File: config.mk
export PLATFORM = sky130hd
export DESIGN_NAME = fifo_tc
export DESIGN_NICKNAME = d
export VERILOG_FILES = /design/src/rtl/fifo_tc_pkg.sv /design/src/rtl/fifo_tc_mem.sv /design/src/rtl/fifo_tc.sv
export SDC_FILE = /design/constraint.sdc
export NUM_CORES = 1
export LEC_CHECK = 0
export CAP_MARGIN = 30
export CORE_MARGIN = 5
export CORE_UTILIZATION = 40
export CTS_CLUSTER_DIAMETER = 40
export DETAILED_ROUTE_END_ITERATION = 10
export PLACE_DENSITY_LB_ADDON = 0.2
export SYNTH_ARGS = -nofsm -noshare
export SYNTH_HDL_FRONTEND = slang
export SYNTH_SLANG_ARGS = --single-unit
export TNS_END_PERCENT = 30
File: constraint.sdc
create_clock -name clk -period 2.2 [get_ports clk]
set_input_delay 0.44 -clock clk [delete_from_list [all_inputs] [get_ports clk]]
set_output_delay 0.44 -clock clk [all_outputs]
set_load 0.02 [all_outputs]
File: src/rtl/fifo_tc_pkg.sv
// Shared defaults for the per-traffic-class FIFOs and the downstream 2:1 mux,
// so every instance agrees on word width, depth and flag thresholds.
package fifo_tc_pkg;

    localparam int unsigned DEF_DATA_WIDTH   = 6;
    localparam int unsigned DEF_ADDR_WIDTH   = 2;
    localparam int unsigned DEF_ALMOST_FULL  = 3;
    localparam int unsigned DEF_ALMOST_EMPTY = 1;

endpackage : fifo_tc_pkg

File: src/rtl/fifo_tc_mem.sv
// fifo_mem: depth x DATA_WIDTH register array, synchronous write port and
// combinational read port. Contents are deliberately not reset.
module fifo_mem
    import fifo_tc_pkg::*;
#(
    parameter int unsigned DATA_WIDTH = DEF_DATA_WIDTH,
    parameter int unsigned ADDR_WIDTH = DEF_ADDR_WIDTH
) (
    input  logic                  clk,
    input  logic                  we,
    input  logic [ADDR_WIDTH-1:0] waddr,
    input  logic [DATA_WIDTH-1:0] wdata,
    input  logic [ADDR_WIDTH-1:0] raddr,
    output logic [DATA_WIDTH-1:0] rdata
);

    localparam int unsigned DEPTH = 1 << ADDR_WIDTH;

    logic [DATA_WIDTH-1:0] mem_q [DEPTH];
    logic [DATA_WIDTH-1:0] mem_d [DEPTH];

    // Next array contents: single-entry write when enabled
    always_comb begin
        mem_d = mem_q;
        if (we) begin
            mem_d[waddr] = wdata;
        end
    end

    // Storage register, no reset
    always_ff @(posedge clk) begin
        mem_q <= mem_d;
    end

    assign rdata = mem_q[raddr];

endmodule : fifo_mem

File: src/rtl/fifo_tc.sv
// fifo_tc: per-traffic-class input FIFO feeding the 2:1 6-bit mux. Registered
// word/valid output per accepted pop, count-decoded fill flags, sticky error.
module fifo_tc
    import fifo_tc_pkg::*;
#(
    parameter int unsigned DATA_WIDTH   = DEF_DATA_WIDTH,
    parameter int unsigned ADDR_WIDTH   = DEF_ADDR_WIDTH,
    parameter int unsigned ALMOST_FULL  = DEF_ALMOST_FULL,
    parameter int unsigned ALMOST_EMPTY = DEF_ALMOST_EMPTY
) (
    input  logic                  clk,
    input  logic                  reset,
    input  logic                  push,
    input  logic [DATA_WIDTH-1:0] data_in,
    input  logic                  pop,
    output logic [DATA_WIDTH-1:0] data_out,
    output logic                  valid_out,
    output logic                  full,
    output logic                  empty,
    output logic                  almost_full,
    output logic                  almost_empty,
    output logic                  error
);

    localparam int unsigned   DEPTH    = 1 << ADDR_WIDTH;
    localparam int unsigned   CW       = ADDR_WIDTH + 1;
    localparam logic [CW-1:0] CNT_FULL = CW'(DEPTH);

    logic [ADDR_WIDTH-1:0] wr_ptr_q, wr_ptr_d;
    logic [ADDR_WIDTH-1:0] rd_ptr_q, rd_ptr_d;
    logic [CW-1:0]         count_q, count_d;
    logic [DATA_WIDTH-1:0] data_out_q, data_out_d;
    logic                  valid_out_q, valid_out_d;
    logic                  error_q, error_d;
    logic                  push_ok, pop_ok;
    logic [DATA_WIDTH-1:0] rd_word;

    fifo_mem #(
        .DATA_WIDTH (DATA_WIDTH),
        .ADDR_WIDTH (ADDR_WIDTH)
    ) u_mem (
        .clk   (clk),
        .we    (push_ok),
        .waddr (wr_ptr_q),
        .wdata (data_in),
        .raddr (rd_ptr_q),
        .rdata (rd_word)
    );

    // Accept decisions, pointer/count/output/error next-state
    always_comb begin
        // Pop is judged on the pre-edge count only: a push into an empty
        // FIFO is never forwarded to the output in the same cycle.
        pop_ok      = pop && (count_q != '0);
        push_ok     = push && ((count_q != CNT_FULL) || pop_ok);

        wr_ptr_d    = wr_ptr_q;
        rd_ptr_d    = rd_ptr_q;
        count_d     = count_q;
        data_out_d  = data_out_q;
        valid_out_d = 1'b0;
        error_d     = error_q;

        if (push_ok) begin
            wr_ptr_d = wr_ptr_q + ADDR_WIDTH'(1);
        end
        if (pop_ok) begin
            rd_ptr_d    = rd_ptr_q + ADDR_WIDTH'(1);
            data_out_d  = rd_word;
            valid_out_d = 1'b1;
        end

        case ({push_ok, pop_ok})
            2'b10:   count_d = count_q + CW'(1);
            2'b01:   count_d = count_q - CW'(1);
            default: count_d = count_q;
        endcase

        if ((push && !push_ok) || (pop && !pop_ok)) begin
            error_d = 1'b1;
        end
    end

    // State registers, asynchronous active-high reset
    always_ff @(posedge clk or posedge reset) begin
        if (reset) begin
            wr_ptr_q    <= '0;
            rd_ptr_q    <= '0;
            count_q     <= '0;
            data_out_q  <= '0;
            valid_out_q <= 1'b0;
            error_q     <= 1'b0;
        end else begin
            wr_ptr_q    <= wr_ptr_d;
            rd_ptr_q    <= rd_ptr_d;
            count_q     <= count_d;
            data_out_q  <= data_out_d;
            valid_out_q <= valid_out_d;
            error_q     <= error_d;
        end
    end

    assign data_out     = data_out_q;
    assign valid_out    = valid_out_q;
    assign error        = error_q;
    assign full         = (count_q == CNT_FULL);
    assign empty        = (count_q == '0);
    assign almost_full  = (count_q >= CW'(ALMOST_FULL));
    assign almost_empty = (count_q <= CW'(ALMOST_EMPTY));

endmodule : fifo_tc

* Word-level counts from Yosys, hierarchy flattened *
Cells that the tools add are included.

operators by class
  add/subtract/negate cells = 4
  order comparisons = 5
  equality and inequality tests = 4
  mux-type cells = 8
  bitwise logic cells = 2
  reductions and logical operators = 12

operator list
  cell                                                                                  number
  24-bit bitwise mux                                                                    1
  6-bit two-way mux                                                                     3
  6-bit binary-select mux with 2-bit select                                             1
  6-bit demux with 2-bit select                                                         1
  3-bit greater-or-equal comparator (second input constant)                             2
  2-bit inverter with 3-bit output                                                      2
  3-bit one-hot mux with 2 select lines                                                 1
  1-bit logical AND                                                                     5
  2-bit by 1-bit adder with 2-bit output (second input constant)                        2
  3-bit by 1-bit adder with 3-bit output (second input constant)                        1
  3-bit == test (second input constant)                                                 1
  3-bit by 2-bit greater-or-equal comparator with 1-bit output (second input constant)  1
  3-bit by 1-bit <= comparator with 1-bit output (second input constant)                1
  3-bit zero test                                                                       1
  3-bit by 1-bit < comparator with 1-bit output (second input constant)                 1
  3-bit inequality test (second input constant)                                         1
  3-bit nonzero test                                                                    1
  3-bit by 1-bit subtractor with 3-bit output (second input constant)                   1
  2-bit by 1-bit == test with 1-bit output (second input constant)                      1
  2-bit == test (second input constant)                                                 1
  1-bit zero test                                                                       2
  1-bit logical OR                                                                      2
  2-bit nonzero test                                                                    1
  1-bit two-way mux                                                                     1

word-level totals
  flip-flop bits (word level) = 39
  input bits = 10
  output and inout port bits = 12
  word-level logic and storage cells = 45

* Logic depth before layout (Yosys ltp) *
  word-level depth = 7
  depth in mapped cells = 9
  gate-level depth less buffers = 9

* Hierarchy *
Synthesis repeated with hierarchy kept, for this count alone.

second synthesis, totals
  cells, all modules = 96
  area, all modules = 1641.6 um2

modules (own cells, without submodules)
  module    times used  cells an instance  area each (um2)  seq. area each (um2)
  fifo_mem  1           35                 898.4            720.7
  fifo_tc   1           61                 743.2            375.4

* Least setup slack after synthesis *
Ideal clock, no wire load.

  path kind = reg2reg
  from = register count_q[0]
  to = register count_q[2]
  library setup time = 0.127 ns
  arrival = 1.569 ns
  required time = 2.073 ns
  slack = 0.504 ns
  cell stages (with the launch flop) = 9
  path buffers = 0
  period minus slack after synthesis = 1.696 ns
  cells stage by stage = dfrtp_1 inv_1 ha_1 nand2b_1 nand2_1 inv_1 ha_1 a21oi_1 o22ai_1

between the ends
  longest elaborated chain between the ends = 6
  elaborated cells between the ends (all ways) = 11
  those cells by class = 2 x add/sub; 3 x eq/ne; 1 x mux; 5 x reduce/logical

ends and longest elaborated chain
  what                                                                         line           RTL
  start, declared                                                              fifo_tc.sv:31  logic [CW-1:0] count_q, count_d;
  start signal, assigned                                                       fifo_tc.sv:96  count_q <= count_d;
  3-bit nonzero test (*)                                                       fifo_tc.sv:54  pop_ok = pop && (count_q != '0);
  1-bit logical AND (*)                                                        fifo_tc.sv:54
  named net pop_ok                                                             fifo_tc.sv:35  logic push_ok, pop_ok;
  1-bit logical OR                                                             fifo_tc.sv:55  push_ok = push && ((count_q != CNT_FULL) || pop_ok);
  1-bit logical AND                                                            fifo_tc.sv:55
  2-bit by 1-bit == test with 1-bit output or 2-bit == test (tied branches)    fifo_tc.sv:73  case ({push_ok, pop_ok})
  3-bit one-hot mux with 2 select lines or 2-bit nonzero test (tied branches)  n/a

The timed path passes the listed nets; every way through them passes the cells marked *.
A chain may end at the register's enable or synchronous reset.

* Final worst setup path *
  from = register count_q[0]
  to = output almost_full

between the ends
  longest elaborated chain between the ends = 1

ends and longest elaborated chain
  what                                                          line            RTL
  3-bit by 2-bit greater-or-equal comparator with 1-bit output  fifo_tc.sv:108  assign almost_full = (count_q >= CW'(ALMOST_FULL));
  end, declared                                                 fifo_tc.sv:20   output logic almost_full,

Every way passes these cells.

==> impl_metrics.json <==
{
  "grt_pass1_wl_um": 4430,
  "clockRootBuffer": "clkbuf_8",
  "status": "finished, final reports clean",
  "fin_tns_setup_ps": 0,
  "crit_required_ps": 1760,
  "start_util": 0.410,
  "io_buffers": 21,
  "ys_seq_elements": 39,
  "rsz0062_at_grt": "false",
  "fmax_ghz": 0.505,
  "wl_per_cell_um": 15.1,
  "final-hold-violation-count": 0,
  "hold_path.class": "register to register",
  "grtUsageTotal": 0.116,
  "vias": 859,
  "critical_path.max_fanout": 3,
  "finalCritPeriodShare": 0.900,
  "syn_area_mm2": 0.00164,
  "ys_seq_area_frac": 0.668,
  "swShare": 0.322,
  "maxCapViolCount": 0,
  "drive_gt1_frac": 0.171,
  "synth_nets": 120,
  "p_int_mw": 1.86,
  "critPathCaptureType": "output port",
  "diodes": 0,
  "layout_common_cells": "24 x edfxtp_1, 18 x clkdlybuf4s50_1, 15 x dfrtp_1",
  "grt_pass1_vias": 909,
  "start_kind": "register",
  "detail-route-antenna-nets": 0,
  "tightest_slew_ps": 612,
  "clk_latency_ps": 290,
  "path_class": "register to output port",
  "routed_wl_um": 2700,
  "hold_depth": 1,
  "first_pass_iters": 4,
  "timing.final.ws_setup_ps": 220,
  "pre_cts_ws_ps": 170,
  "vdd.ir_drop.worst_uv": 436,
  "netlist-cell-type-count": 21,
  "antenna_found_initial": 0,
  "placed_cell_area_mm2": 0.00191,
  "slew_viol_final": 0,
  "finalClockSkew_ps": 9.31,
  "fin_crit_ps": 1980,
  "grt-ovfl-total": 0,
  "io_pins": 22,
  "p_seq_frac": 0.426,
  "synth.avg_cell_area_um2": 16.2,
  "die_area_mm2": 0.00548,
  "clock-sinks": 39,
  "dpl.hpwl_um": 1950,
  "clk_pin_slew_ps": 70,
  "cts_setup_buffers": 0,
  "clockBufferDepth": 2,
  "fin_hold_ws_ps": 465,
  "leakagePower_nw": 0.803,
  "setup_viol": 0,
  "final_area_mm2": 0.00201,
  "drc": 0,
  "final_common_cell": "edfxtp_1",
  "syn2layout_area_growth_pct": 22.8,
  "pwr-share-clk": 0.214,
  "vias_per_cell": 4.80,
  "drt_iter0_markers": 35,
  "grt_max_degree": 16,
  "yosys_warnings": 0,
  "power_switching_uw": 883,
  "htree_levels": 2,
  "gp_congestion": 0.751,
  "die_w_um": 74.0,
  "cp.arrival_ps": 1540,
  "synthCells": 101,
  "r2r_cells": 8,
  "slew_headroom": 0.592,
  "rows": 23,
  "cts_buffers": 5,
  "core_area_mm2": 0.00400,
  "p_comb_frac": 0.360,
  "reg2reg_slack_ps": 390,
  "fin_nets": 147,
  "die_y_um": 74.0,
  "tritoncts": "done",
  "power_density_mw_per_mm2": 1360
}
-- cells in the mapped netlist --
cell type	number	area [um^2]
edfxtp_1	24	721
dfrtp_1	15	375
inv_1	12	45.0
ha_1	9	113
mux2_2	7	78.8
mux4_2	6	135
xnor2_1	5	43.8
and2_1	4	25.0
nand2_1	3	11.3
nor2_1	3	11.3
o21ai_0	3	15.0
a21o_1	1	7.51
a21oi_1	1	5.00
a31oi_1	1	6.26
buf_6	1	11.3
clkbuf_1	1	3.75
nand2b_1	1	6.26
nand3_1	1	5.00
nand3b_1	1	7.51
o21a_1	1	7.51
o22ai_1	1	6.26
-- cell families after synthesis --
logic type      after synthesis  share of synthesized area
simple gates                 13                     0.0404
buf+inv                      14                     0.0366
xor+xnor                      5                     0.0267
fa+ha+maj                     9                     0.0687
compound gates                8                     0.0290
flops                        39                      0.668
mux                          13                      0.130
-- layout make-up --
class,count,area (um^2)
tap,50,62.6
sequential,39,1100
clock buffer,5,68.8
inverter,12,45.0
multi-input combinational,48,484
clock inverter,3,43.8
timing repair buffer,22,214
fill,350,1990
-- per-stage QoR --
step                      power [mW]  utilization  instances
after global placement          2.19        0.476        171
after detailed placement        2.23        0.476        171
after CTS                       2.80        0.504        179
after global routing            2.94        0.504        179
final                           2.75        0.504        179
after floorplan                 1.85            -        101
-- state kept, by name (all words and copies together), names as in the netlist --
signal	count
wr_ptr_q	2
valid_out	1
rd_ptr_q	2
error	1
data_out	6
u_mem.mem_q	24
count_q	3
-- per-layer routing --
metal	wire [um]	vias to the layer above	GRT usage
li1	-	408	-
met1	1150	421	0.141
met2	1290	21	0.176
met3	184	9	0.0500
met4	76	0	0.0604
met5	0	-	0
-- what timing repair did --
action / in CTS / in global routing
setup endpoints to repair: 3 / 0
hold buffers: 0 / 0
gates resized for setup: 3 / 0
hold endpoints to repair: 0 / 0
-- worst max-delay path, stage by stage, from the launching register on --
cell,delay [ps]
dfrtp_1,410
ha_1,210
ha_1,170
nor2_1,70
o21ai_0,80
dlygate4sd2_1,330
-- path summary, 6_finish.rpt --
kind	start	to
min in group asynchronous	reset	data_out[1]$_DFFE_PP0P_
min reg2reg	error$_DFFE_PP0P_	error$_DFFE_PP0P_
max in group asynchronous	reset	valid_out$_DFF_PP0_
max	count_q[0]$_DFFE_PP0P_	almost_full
min	error$_DFFE_PP0P_	error$_DFFE_PP0P_
max reg2reg	count_q[0]$_DFFE_PP0P_	count_q[2]$_DFFE_PP0P_
-- power by group through the flow --
stage | combinational (mW) | clock (mW) | sequential (mW)
2_1_floorplan | 0.665 | 0 | 1.18
3_3_place_gp | 1.00 | 0 | 1.19
3_5_place_dp | 1.03 | 0 | 1.20
4_1_cts | 1.01 | 0.603 | 1.18
5_1_grt | 1.09 | 0.637 | 1.21
6_report | 0.988 | 0.588 | 1.17
Power figures use the tool's default switching activity.
